**config.mk**
```make
export PLATFORM = sky130hd
export DESIGN_NAME = univ_shifter_n
export DESIGN_NICKNAME = d
export VERILOG_FILES = /design/src/rtl/univ_shifter_n.sv
export SDC_FILE = /design/constraint.sdc
export NUM_CORES = 1
export LEC_CHECK = 0
export ABC_AREA = 0
export CAP_MARGIN = 20
export CELL_PAD_IN_SITES_DETAIL_PLACEMENT = 2
export CELL_PAD_IN_SITES_GLOBAL_PLACEMENT = 2
export CORE_ASPECT_RATIO = 1.4
export CORE_UTILIZATION = 30
export CTS_BUF_LIST = sky130_fd_sc_hd__clkbuf_8
export CTS_CLUSTER_DIAMETER = 40
export DETAILED_ROUTE_END_ITERATION = 10
export PLACE_DENSITY_LB_ADDON = 0.1
export SETUP_SLACK_MARGIN = 0.4
export SLEW_MARGIN = 20
export SYNTH_ARGS = -nofsm -noshare
export SYNTH_HDL_FRONTEND = slang
export SYNTH_SLANG_ARGS = --single-unit
```
**constraint.sdc**
```tcl
create_clock -name clk1 -period 3.75 [get_ports clk1]
set_input_delay 0.5625 -clock clk1 [delete_from_list [all_inputs] [get_ports clk1]]
set_output_delay 0.5625 -clock clk1 [all_outputs]
set_load 0.01 [all_outputs]
```
**src/rtl/univ_shifter_n.sv**
```systemverilog
// Universal shift register: logical/rotate/arithmetic shift, parallel load,
// serial-out bit, and a counter-sequenced burst shift with BUSY/DONE handshake.
//
// Ports:
//   clk1   - clock, all state changes on the rising edge
//   Reset  - asynchronous active-low reset
//   IN     - serial fill bit for logical shifts
//   MODE   - 0 = shift right (toward Q[0]), 1 = shift left (toward Q[WIDTH-1])
//   OP     - 00 logical, 01 rotate, 10 arithmetic, 11 parallel load
//   EN     - single-step strobe, acts only when idle
//   D      - parallel load data
//   START  - burst request (priority over EN), shifts CNT positions
//   CNT    - burst length
//   Q      - register contents
//   SOUT   - last bit shifted/rotated out
//   BUSY   - burst shifting in progress
//   DONE   - one-cycle pulse when a burst completes
module univ_shifter_n #(
    parameter int WIDTH = 8,
    parameter int CNT_W = 4
) (
    input  logic             clk1,
    input  logic             Reset,
    input  logic             IN,
    input  logic             MODE,
    input  logic [1:0]       OP,
    input  logic             EN,
    input  logic [WIDTH-1:0] D,
    input  logic             START,
    input  logic [CNT_W-1:0] CNT,
    output logic [WIDTH-1:0] Q,
    output logic             SOUT,
    output logic             BUSY,
    output logic             DONE
);

    localparam logic [1:0] OP_LSH = 2'b00;
    localparam logic [1:0] OP_ROT = 2'b01;
    localparam logic [1:0] OP_ASH = 2'b10;
    localparam logic [1:0] OP_LD  = 2'b11;

    typedef enum logic [1:0] {
        IDLE = 2'b00,
        RUN  = 2'b01,
        FIN  = 2'b10
    } state_t;

    state_t             state;
    state_t             state_nxt;
    logic [CNT_W-1:0]   rem;
    logic [CNT_W-1:0]   rem_nxt;
    logic [1:0]         lop;
    logic [1:0]         lop_nxt;
    logic               lmode;
    logic               lmode_nxt;
    logic [WIDTH-1:0]   q;
    logic [WIDTH-1:0]   q_nxt;
    logic               sout;
    logic               sout_nxt;

    // Shared shifter: single steps use the live OP/MODE, a burst uses the
    // copy latched on the START edge so mid-burst changes have no effect.
    logic [1:0]         sh_op;
    logic               sh_mode;
    logic               fill;
    logic [WIDTH-1:0]   sh_q;
    logic               sh_out;

    always_comb begin
        sh_op   = (state == IDLE) ? OP   : lop;
        sh_mode = (state == IDLE) ? MODE : lmode;
    end

    always_comb begin
        fill = IN;
        unique case (1'b1)
            (sh_op == OP_ROT):
                fill = sh_mode ? q[WIDTH-1] : q[0];
            (sh_op == OP_ASH) && !sh_mode:
                fill = q[WIDTH-1];
            (sh_op == OP_ASH) && sh_mode:
                fill = 1'b0;
            default:
                fill = IN;
        endcase
    end

    always_comb begin
        if (sh_mode) begin
            sh_q   = {q[WIDTH-2:0], fill};
            sh_out = q[WIDTH-1];
        end else begin
            sh_q   = {fill, q[WIDTH-1:1]};
            sh_out = q[0];
        end
    end

    always_comb begin
        state_nxt = state;
        rem_nxt   = rem;
        lop_nxt   = lop;
        lmode_nxt = lmode;
        q_nxt     = q;
        sout_nxt  = sout;
        unique case (state)
            IDLE: begin
                if (START) begin
                    // The START edge only arms the burst; shifting begins
                    // on the following edge.
                    lop_nxt   = OP;
                    lmode_nxt = MODE;
                    rem_nxt   = CNT;
                    if ((CNT == '0) || (OP == OP_LD)) begin
                        state_nxt = FIN;
                    end else begin
                        state_nxt = RUN;
                    end
                end else if (EN) begin
                    if (OP == OP_LD) begin
                        q_nxt = D;
                    end else begin
                        q_nxt    = sh_q;
                        sout_nxt = sh_out;
                    end
                end
            end
            RUN: begin
                q_nxt    = sh_q;
                sout_nxt = sh_out;
                rem_nxt  = rem - 1'b1;
                if (rem == CNT_W'(1)) begin
                    state_nxt = FIN;
                end
            end
            FIN: begin
                state_nxt = IDLE;
            end
            default: begin
                state_nxt = IDLE;
            end
        endcase
    end

    always_ff @(posedge clk1 or negedge Reset) begin
        if (!Reset) begin
            state <= IDLE;
            rem   <= '0;
            lop   <= OP_LSH;
            lmode <= 1'b0;
            q     <= '0;
            sout  <= 1'b0;
        end else begin
            state <= state_nxt;
            rem   <= rem_nxt;
            lop   <= lop_nxt;
            lmode <= lmode_nxt;
            q     <= q_nxt;
            sout  <= sout_nxt;
        end
    end

    // BUSY/DONE decode the registered state only.
    assign Q    = q;
    assign SOUT = sout;
    assign BUSY = (state == RUN);
    assign DONE = (state == FIN);

endmodule

```
* Word-level counts from Yosys, hierarchy flattened *
Index checks and enable logic that the tools add are counted.

operators by class
  add/sub/neg operators = 1
  equality and inequality tests = 11
  multiplexer cells = 19
  reduce and logical (&&, ||, !) cells = 12

operator list
  kind                                                                      number
  8-bit two-way mux                                                         4
  8-bit case mux with 2 select lines                                        1
  2-bit two-way mux                                                         4
  2-bit inequality test (second input constant)                             4
  4-bit case mux with 2 select lines                                        1
  2-bit equality test (second input constant)                               3
  2-bit AND reduction                                                       3
  1-bit two-way mux                                                         5
  2-bit by 1-bit equality test with 1-bit output (second input constant)    2
  4-bit by 1-bit equality test with 1-bit output (second input constant)    1
  4-bit zero test                                                           1
  4-bit two-way mux                                                         1
  2-bit case mux with 2 select lines                                        1
  4-bit AND reduction                                                       1
  4-bit by 1-bit subtractor with 4-bit output (second input constant)       1
  1-bit case mux with 3 select lines                                        1
  3-bit AND reduction                                                       1
  1-bit logical AND                                                         2
  2-bit zero test                                                           1
  2-bit by 1-bit inequality test with 1-bit output (second input constant)  1
  1-bit case mux with 2 select lines                                        1
  2-bit nonzero test                                                        1
  1-bit zero test                                                           1
  1-bit logical OR                                                          1

word-level totals
  flip-flop bits (word level) = 18
  bits of input ports = 20
  output and inout bits = 11
  logic and storage cells = 49

* Depth between registers and ports, before layout *
  depth after elaboration = 10
  depth in mapped cells = 7
  mapped depth without buffers = 5

* Worst setup path after synthesis *
No wires, ideal clock.

  kind = in2reg
  start = input OP[1]
  end = register q[7] (netlist: Q[7])
  setup time = 142 ps
  data arrival time = 1543 ps
  data required time = 3608 ps
  path slack = 2064 ps
  stages on the path = 5
  buffers on the path = 0
  path through = or4b_1 -> o21ai_2 -> nor3_1 -> a221oi_1 -> o221ai_1

on the way
  cells in the longest elaborated chain, start to end = 9
  elaborated cells between the ends (all ways) = 12
  classes of those cells = eq/ne: 3; mux: 7; reduce/logical: 2

ends and longest elaborated chain
  what                                         line    RTL
  start, declared                              26      input logic [1:0] OP,
  2-bit two-way mux                            70      sh_op = (state == IDLE) ? OP : lop;
  2-bit equality test                          79, 81
  1-bit logical AND, on equally long branches  81, 79
  1-bit case mux with 3 select lines           76      unique case (1'b1)
  8-bit two-way mux                            89      if (sh_mode) begin
  8-bit two-way mux                            119     if (OP == OP_LD) begin
  8-bit two-way mux                            118     end else if (EN) begin
  8-bit two-way mux                            107     if (START) begin
  8-bit case mux with 2 select lines (*)       105     unique case (state)
  end signal, assigned                         157     q <= q_nxt;
  end, declared                                56      logic [WIDTH-1:0] q;

Mark *: on every way between the ends. The rest lies on a longest branch, timed or not. The select of a mux whose other input is x is not followed.
A chain may end at the register's enable or synchronous reset.

* Worst setup path after layout *
  start = register state[1]
  end = output BUSY

on the way
  cells in the longest elaborated chain, start to end = 1

ends and longest elaborated chain
  what                                            line  RTL
  start, declared                                 48    state_t state;
  start signal, assigned                          153   state <= state_nxt;
  2-bit by 1-bit equality test with 1-bit output  165   assign BUSY = (state == RUN);
  end, declared                                   33    output logic BUSY,

Every way passes these cells.

==> reports/metrics.yaml <==
synth_seq_cells: 18
h-tree-depth: 1
syn2layout_area_growth_pct: 34.8
grt_overflow: 0
setup-violations-final: 0
pre_cts_slack_ns: 1.37
vias: 991
final.setup.worst_slack_ns: 1.40
drive_gt1_frac: 0.0699
hpwl_microns: 2330
reg2reg_depth: 5
fp.coreArea_sq_mm: 0.00341
via_per_inst: 5.42
drv_slew: 0
worstPathRequired_ns: 3.19
dp_cells: 180
layout.nets: 167
synth_warnings: 0
final_antenna_net_count: 0
cts_buffers: 3
seq_area_sq_um: 450
reg2reg_to: "Q[7]$_DFFE_PN0P_"
finalHoldViolations: 0
slew_headroom: 0.403
most-common-layout-cells: "clkdlybuf4s50_1 (30), dfrtp_1 (18), nor2_1 (11)"
start_kind: "register"
holdCritStartpoint: "Q[3]$_DFFE_PN0P_"
gp_congestion: 0.746
timing.rr.start: "state[0]$_DFFE_PN0P_"
powerDensity_mw_per_mm2: 808
status: "complete, no violations"
dpl_cell_area_sq_mm: 0.00141
ys_seq_area_frac: 0.420
worstMarginPinSlew_ns: 0.893
drc_errors: 0
ctsResizeCount: 0
wirelength_microns: 3190
grt_pass1_vias: 1116
startpoint: "state[1]$_DFFE_PN0P_"
fin_tns_setup_ns: 0
clock_latency_ns: 0.25
synth.cell_area_sq_mm: 0.00107
critPathKind: "reg2out"
wl_per_cell_microns: 17.4
period_share: 0.627
min_to: "Q[3]$_DFFE_PN0P_"
final_common_cell: "clkdlybuf4s50_1"
initial_utilization: 0.315
cts_tree: "built"
ir_drop_mv: 0.340
skew_ns: 0.00288
hold_path_depth: 1
cap_viol_max_count: 0
antenna_found_initial: 0
die_area_sq_mm: 0.00382
endpoint_kind: "output port"
pin_count: 31
fillerInstances: 391
final_cells: 183
reg2reg_slack_ns: 1.58
grt_usage: 0.190
leakage_uw: 0.000633
drt_pre_antenna_iters: 2
num_rows: 25
n_antenna_cell: 0
port_buffers: 30
synthArstFlopShare: 1.00
grt_max_degree: 20
synth.distinct_cells: 34
postCtsSetupRepairBufs: 0
cts_buffer_depth: 2
clock_sinks: 18
min_period_ns: 2.35
die_h_microns: 72.8
clk_pin_slew_worst_paths_ns: 0.07
worstPathArrival_ns: 1.79
final_area_sq_mm: 0.00145
cts-root-buf: "clkbuf_8"
hp-class: "reg2reg"
syn_area_per_cell_sq_um: 9.50
syn_nets: 135
synth-edff-count: 0
multi_input_area_sq_um: 579
fmax_mhz: 425
crit_fanout: 9
synth-main-ff-cell: "dfrtp_1"
totalPowerFinal_uw: 1170
die_w_microns: 52.6
rsz0062_at_grt: "no"
drt_iter0_markers: 4
postSynthCellCount: 113
cts_hold_buf: 0
grt_first_pass_wirelength_microns: 5380
## sequential cells by signal, summed over array words and instances, names as in the netlist
name   count
state      2
SOUT       1
rem        4
lmode      1
Q          8
lop        2
## critical path, stage by stage (launching register included)
cell             delay [ns]
dfrtp_1                0.46
nand2b_1               0.32
inv_1                  0.19
clkdlybuf4s50_1        0.56
## cell families after synthesis
family / count (synthesis) / synth area share
AND/OR/NAND/NOR: 37 / 0.177
AO/OA/AOI/OAI: 35 / 0.221
flip-flops: 18 / 0.420
multiplexers: 11 / 0.110
buffers and inverters: 9 / 0.0408
adder cells (fa/ha/maj): 2 / 0.0233
XOR/XNOR: 1 / 0.00816
## layer usage
| layer | GRT usage | wire [microns] | share of wire | vias up |
|---|---|---|---|---|
| met1 | 0.214 | 1270 | 0.40 | 491 |
| li1 | - | - | - | 476 |
| met2 | 0.352 | 1780 | 0.56 | 22 |
| met5 | 0 | 0 | 0 | - |
| met3 | 0.0250 | 113 | 0.035 | 2 |
| met4 | 0.0702 | 25 | 0.0078 | 0 |
## where the power goes
group          switching (uW)  leakage, uW  total [uW]  internal (uW)
sequential                105     0.000218         395            290
combinational             310     0.000393         637            326
clock                    66.8    0.0000216         138           71.4
## area by class of cell
cell class	instances	share of cell area
Timing Repair Buffer	31	0.213
Inverter	5	0.0130
Sequential cell	18	0.311
Multi-Input combinational cell	86	0.400
Tap cell	40	0.0346
Clock buffer	3	0.0285
## how the worst max path moves through the flow
stage / slack [ns] / endpoint
final: 1.40 / BUSY
after CTS: 1.38 / BUSY
after detailed placement: 1.37 / Q[7]$_DFFE_PN0P_
after global placement: 1.46 / Q[7]$_DFFE_PN0P_
after floorplan: 2.06 / Q[7]$_DFFE_PN0P_
after global routing: 1.30 / BUSY
## synth_stat cells (2+ instances only)
cell      number  share of area
o221ai_1       3          0.024
mux2_2         3          0.031
nand3_1        3          0.014
nor3_1         2         0.0093
nor2_1        11          0.038
a211oi_1       6          0.042
nand2b_1       3          0.017
nand2_1        9          0.031
a31oi_1        2          0.012
or4b_1         2          0.019
buf_2          2         0.0093
ha_1           2          0.023
dfrtp_1       18           0.42
a21oi_1        6          0.028
mux2i_1        7          0.065
inv_1          5          0.017
o21ai_0        6          0.028
nor2b_1        2          0.012
a21o_1         6          0.042
## metrics by stage
step / hold slack [ns] / util
final: 0.542 / 0.425
after global routing: 0.575 / 0.425
after CTS: 0.554 / 0.425
after detailed placement: 0.530 / 0.412
after global placement: 0.513 / 0.412
after floorplan: 0.267 / -
(Power assumes the default switching activity.)
